File: src/rtl/bht_update_sched.sv
// bht_update_sched: arbitrates frontend lookups, queued resolved-branch updates and the
// init walk onto a single-port SRAM of 2-bit saturating counters.
module bht_update_sched #(
    parameter int NR_ENTRIES = 1024,
    parameter int FIFO_DEPTH = 4,
    localparam int IDX_W = $clog2(NR_ENTRIES)
) (
    input  logic             clk_i,
    input  logic             rst_ni,
    input  logic             flush_bp_i,
    input  logic             lookup_valid_i,
    input  logic [IDX_W-1:0] lookup_idx_i,
    output logic             lookup_ready_o,
    output logic             lookup_rvalid_o,
    output logic [1:0]       lookup_cnt_o,
    input  logic             upd_valid_i,
    input  logic [IDX_W-1:0] upd_idx_i,
    input  logic             upd_taken_i,
    output logic             upd_ready_o,
    output logic             init_busy_o,
    output logic             mem_req_o,
    output logic             mem_we_o,
    output logic [IDX_W-1:0] mem_addr_o,
    output logic [1:0]       mem_wdata_o,
    input  logic [1:0]       mem_rdata_i
);
    localparam int PW = $clog2(FIFO_DEPTH);
    typedef enum logic [1:0] {INIT, IDLE, UPD_RD, UPD_WR} state_t;
    state_t r_state, w_next;
    logic [IDX_W-1:0] r_walk;
    logic [IDX_W:0] r_fifo [FIFO_DEPTH];
    logic [PW-1:0] r_rd, r_wr;
    logic [PW:0] r_cnt, w_cnt_nxt;
    logic r_rvalid;
    logic w_push, w_pop, w_req, w_we, w_lk, w_head_tkn;
    logic [IDX_W-1:0] w_addr, w_head_idx;
    logic [1:0] w_wdata, w_sat;

    assign {w_head_tkn, w_head_idx} = r_fifo[r_rd];
    assign w_sat = w_head_tkn ? (mem_rdata_i == 2'd3 ? 2'd3 : mem_rdata_i + 2'd1)
                              : (mem_rdata_i == 2'd0 ? 2'd0 : mem_rdata_i - 2'd1);
    assign init_busy_o = r_state == INIT;
    // Registered fullness: a full FIFO never pushes and pops in the same cycle.
    assign upd_ready_o = !init_busy_o && !flush_bp_i && r_cnt != (PW+1)'(FIFO_DEPTH);
    assign w_push = upd_valid_i && upd_ready_o;
    assign w_pop = r_state == UPD_WR && !flush_bp_i;
    assign w_cnt_nxt = r_cnt + (PW+1)'(w_push) - (PW+1)'(w_pop);
    assign w_lk = lookup_valid_i && (r_state == IDLE || r_state == UPD_RD);
    assign lookup_ready_o = w_lk;

    always_comb begin
        w_next = r_state;
        w_req = 1'b0;
        w_we = 1'b0;
        w_addr = '0;
        w_wdata = 2'b00;
        case (r_state)
            INIT: begin
                w_req = 1'b1;
                w_we = 1'b1;
                w_addr = r_walk;
                w_wdata = 2'b01;
                w_next = r_walk == IDX_W'(NR_ENTRIES - 1) ? IDLE : INIT;
            end
            IDLE: begin
                w_req = w_lk;
                w_addr = w_lk ? lookup_idx_i : '0;
                w_next = !w_lk && r_cnt != '0 ? UPD_RD : IDLE;
            end
            UPD_RD: begin
                w_req = 1'b1;
                w_addr = w_lk ? lookup_idx_i : w_head_idx;
                w_next = w_lk ? UPD_RD : UPD_WR;
            end
            UPD_WR: begin
                w_req = !flush_bp_i;
                w_we = !flush_bp_i;
                w_addr = w_head_idx;
                w_wdata = w_sat;
                w_next = w_cnt_nxt != '0 ? UPD_RD : IDLE;
            end
        endcase
        if (flush_bp_i) w_next = INIT;
    end

    // The SRAM port stays quiet while reset is held even though the state is INIT.
    assign mem_req_o = rst_ni && w_req;
    assign mem_we_o = rst_ni && w_we;
    assign mem_addr_o = rst_ni ? w_addr : '0;
    assign mem_wdata_o = rst_ni ? w_wdata : 2'b00;
    assign lookup_rvalid_o = r_rvalid;
    assign lookup_cnt_o = r_rvalid ? mem_rdata_i : 2'b00;

    always_ff @(posedge clk_i or negedge rst_ni) begin
        if (!rst_ni) begin
            r_state <= INIT;
            r_walk <= '0;
            r_rd <= '0;
            r_wr <= '0;
            r_cnt <= '0;
            r_rvalid <= 1'b0;
        end else begin
            r_state <= w_next;
            r_rvalid <= w_lk;
            r_walk <= (flush_bp_i || r_state != INIT) ? '0 : r_walk + 1'b1;
            if (flush_bp_i) begin
                r_rd <= '0;
                r_wr <= '0;
                r_cnt <= '0;
            end else begin
                if (w_push) r_wr <= r_wr + 1'b1;
                if (w_pop) r_rd <= r_rd + 1'b1;
                r_cnt <= w_cnt_nxt;
            end
        end
    end

    always_ff @(posedge clk_i) begin
        if (w_push) r_fifo[r_wr] <= {upd_taken_i, upd_idx_i};
    end
endmodule

File: config.mk
export PLATFORM = sky130hd
export DESIGN_NAME = bht_update_sched
export DESIGN_NICKNAME = d
export VERILOG_FILES = /design/src/rtl/bht_update_sched.sv
export SDC_FILE = /design/constraint.sdc
export NUM_CORES = 1
export LEC_CHECK = 0
export BUFFER_PORTS_ARGS = -buffer_cell sky130_fd_sc_hd__buf_2
export CAP_MARGIN = 15
export CORE_MARGIN = 2
export CORE_UTILIZATION = 30
export CTS_CLUSTER_SIZE = 14
export DETAILED_ROUTE_END_ITERATION = 10
export MAX_ROUTING_LAYER = met4
export PLACE_DENSITY = 0.52
export SLEW_MARGIN = 15
export SYNTH_ARGS = -nofsm -noshare
export SYNTH_HDL_FRONTEND = slang
export SYNTH_SLANG_ARGS = --single-unit
export TNS_END_PERCENT = 5
File: constraint.sdc
create_clock -name clk_i -period 9.2 [get_ports clk_i]
set_input_delay 1.84 -clock clk_i [delete_from_list [all_inputs] [get_ports clk_i]]
set_output_delay 1.84 -clock clk_i [all_outputs]
set_load 0.05 [all_outputs]
==> results_dict.tcl <==
set metrics [dict create \
    regArea_um2 1820 \
    diodes 0 \
    endpoint_kind "output port" \
    grt_first_pass_wirelength_um 10100 \
    syn_to_final_growth_pct 19.6 \
    drt-initial-drc-count 82 \
    worst_path_largest_cell_delay_ns 0.59 \
    nets 321 \
    cts-buffers-inserted 9 \
    netlist_instances 231 \
    clock-sinks 64 \
    critPathMaxFanout 10 \
    dp_hpwl_um 4390 \
    skew_ns 0.00927 \
    fill_cells 973 \
    synth_warnings 0 \
    core-area_um2 9770 \
    worstPathRequired_ns 7.36 \
    multi_input_area_um2 1090 \
    start_util 0.308 \
    stdcell_count 419 \
    totalNegativeSetupSlack_ns 0 \
    yosysSeqAreaShare 0.605 \
    cts_tree "done" \
    final_layout_size_suffix_gt1_frac 0.266 \
    powerDensity_nw_per_um2 168 \
    power_mw 0.606 \
    drc 0 \
    cts_resized 0 \
    critPathBufInv 2 \
    clk-insertion-delay-late_ns 0.34 \
    ctsHoldBuffers 0 \
    place_inst 403 \
    fin_crit_ns 5.15 \
    synth_fp_nets 271 \
    path_clk_slew_ns 0.08 \
    die_area_um2 10900 \
    slew_headroom 0.474 \
    finalMaxSlewViolations 0 \
    r2r_cells 14 \
    max_cap_violations 0 \
    viasPerCell 4.66 \
    fin_hold_ws_ns 0.521 \
    post_cts_buffers 0 \
    r2r_end "r_state[0]$_DFF_PN0_" \
    rows 36 \
    cp_slowest_cell "nor2_1" \
    io_pins 48 \
    synth_area_per_cell_um2 13.0 \
    crit_family "simple AND/OR/NAND/NOR gates" \
    cts_max_path_buffers 2 \
    gp_congestion 0.824 \
    crit_chain "buf_2, nand2_1, nor2_1, a21oi_1, a21oi_1, buf_2" \
    overflow 0 \
    placed_area_um2 3370 \
    die_w_um 104 \
    cts_root_buf "clkbuf_8" \
    fmax_ghz 0.194 \
    rsz0062_at_grt "no" \
    vias 1953 \
    io_buffers 47 \
    grt_max_degree 33 \
    cp_data_arrival_time_ns 3.31 \
    totalWireLength_um 6270 \
    r2r_slack_ns 5.73 \
    status "complete, no violations" \
    track_usage 0.124 \
    synth_seq_cells 64 \
    critPathLaunch "lookup_valid_i" \
    grt_pass1_vias 1920 \
    antenna_found_initial 0 \
    rr_startpoint "r_state[0]$_DFF_PN0_" \
    ys_types 35 \
    firstDrtPassIters 4 \
    report.final.hold_viol_count 0 \
    critPathKind "input pin to output port" \
    h-tree-depth 3 \
    power.leakage_nw 1.39 \
    tightest_slew_ns 0.789 \
    setup_viol 0 \
    antenna_left 0 \
    hp-class "register to register" \
    final_cell_area_um2 3600 \
    detail_route.wl_per_cell_um 15.0 \
    critical_path_depth 6 \
    synth_area_um2 3010 \
    crit_end "mem_addr_o[5]" \
    finalCritPeriodShare 0.560 \
    die_h_um 104 \
    startpoint_type "input pin" \
    peakVddDrop_mv 0.119 \
]
-- worst min-delay path by stage --
| stage | start | end | slack (ns) | depth (start not counted) |
|---|---|---|---|---|
| floorplan | r_walk[0]$_DFF_PN0_ | r_walk[0]$_DFF_PN0_ | 0.47 | 1 |
| global placement | r_walk[0]$_DFF_PN0_ | r_walk[0]$_DFF_PN0_ | 0.51 | 1 |
| detailed placement | r_walk[0]$_DFF_PN0_ | r_walk[0]$_DFF_PN0_ | 0.51 | 1 |
| CTS | r_walk[0]$_DFF_PN0_ | r_walk[0]$_DFF_PN0_ | 0.52 | 1 |
| global route | r_walk[0]$_DFF_PN0_ | r_walk[0]$_DFF_PN0_ | 0.57 | 1 |
| finish | r_walk[0]$_DFF_PN0_ | r_walk[0]$_DFF_PN0_ | 0.52 | 1 |
-- worst register-to-register path, stage by stage (launching register included) --
cell and delay (ns):
dfrtp_1 0.40, inv_1 0.08, ha_1 0.42, or2_4 0.35
a211oi_4 0.38, inv_1 0.08, ha_1 0.27, inv_1 0.05
ha_1 0.13, inv_1 0.05, fa_1 0.36, xnor3_1 0.20
and3b_1 0.21, a221oi_1 0.26, o21ai_0 0.11
-- layout make-up --
| cell class | instances | area share |
|---|---|---|
| clock buffers | 9 | 0.0344 |
| clock inverters | 7 | 0.0285 |
| inverters | 16 | 0.0167 |
| multi-input cells | 143 | 0.303 |
| flip-flops and latches | 64 | 0.506 |
| well taps | 133 | 0.0462 |
| repair buffers | 47 | 0.0653 |
-- through the flow --
step / utilization / setup WS [ns]
finish: 0.368 / 4.05
global route: 0.368 / 3.92
CTS: 0.368 / 4.05
detailed placement: 0.345 / 4.06
global placement: 0.345 / 4.07
floorplan: - / 4.15
-- cells in the final DEF (no fill, tap or decap), types with 2 or more instances in the layout --
cell,instances
nand2_1,7
nor2_1,23
a21oi_1,26
ha_1,11
edfxtp_1,44
dfrtp_1,20
nor3_1,3
clkinv_4,2
inv_6,2
mux4_2,10
xor2_1,3
clkbuf_8,9
bufinv_16,2
and2_1,6
inv_1,16
nand3_1,4
o21ai_0,24
xnor2_1,6
nand2b_1,2
nand4_1,2
buf_2,47
or3_1,2
-- flip-flops by register name (all words and copies together), names as in the netlist --
name	flops
r_rd	2
lookup_rvalid_o	1
r_cnt	3
r_fifo	44
r_walk	10
r_wr	2
r_state	2
-- cell families (layout without fill, tap and decap cells) --
group	count (synthesis)	after routing	share of synthesized area
DFF	64	64	0.605
AOI/OAI and AO/OA	55	55	0.101
and+or+nand+nor	53	53	0.0844
buffers and inverters	24	79	0.0324
adders and majority gates	13	13	0.0561
muxes	12	12	0.0869
xor gates and xnor gates	10	10	0.0337
-- Yosys cell counts --
cell type | number | area share
edfxtp_1 | 44 | 0.44
a21oi_1 | 26 | 0.043
o21ai_0 | 24 | 0.040
nor2_1 | 23 | 0.029
dfrtp_1 | 20 | 0.17
inv_1 | 16 | 0.020
ha_1 | 11 | 0.046
mux4_2 | 10 | 0.075
nand2_1 | 7 | 0.0087
and2_1 | 6 | 0.012
xnor2_1 | 6 | 0.017
nand3_1 | 4 | 0.0067
buf_2 | 3 | 0.0050
clkbuf_1 | 3 | 0.0037
nor3_1 | 3 | 0.0050
xor2_1 | 3 | 0.0087
nand2b_1 | 2 | 0.0042
nand4_1 | 2 | 0.0042
or3_1 | 2 | 0.0042
a211oi_1 | 1 | 0.0025
a211oi_4 | 1 | 0.0067
a21o_1 | 1 | 0.0025
a221oi_1 | 1 | 0.0029
and3b_1 | 1 | 0.0029
buf_1 | 1 | 0.0012
buf_4 | 1 | 0.0025
fa_1 | 1 | 0.0067
maj3_2 | 1 | 0.0037
mux2i_1 | 1 | 0.0033
mux4_1 | 1 | 0.0087
nor2b_1 | 1 | 0.0021
o221a_1 | 1 | 0.0037
or2_4 | 1 | 0.0029
or4_1 | 1 | 0.0025
xnor3_1 | 1 | 0.0075
-- report_power, final --
group	leakage, nW	internal (mW)	switching (mW)
registers	0.672	0.309	0.00143
clock network	0.110	0.155	0.118
logic	0.609	0.00723	0.0157
-- metal layers --
metal	track usage	wire length, um	vias up
met1	0.158	2890	969
met3	0.0307	227	6
met5	-	0	-
met4	0.0502	80	0
li1	-	-	940
met2	0.190	3070	38
Power figures use the tool's default switching activity.
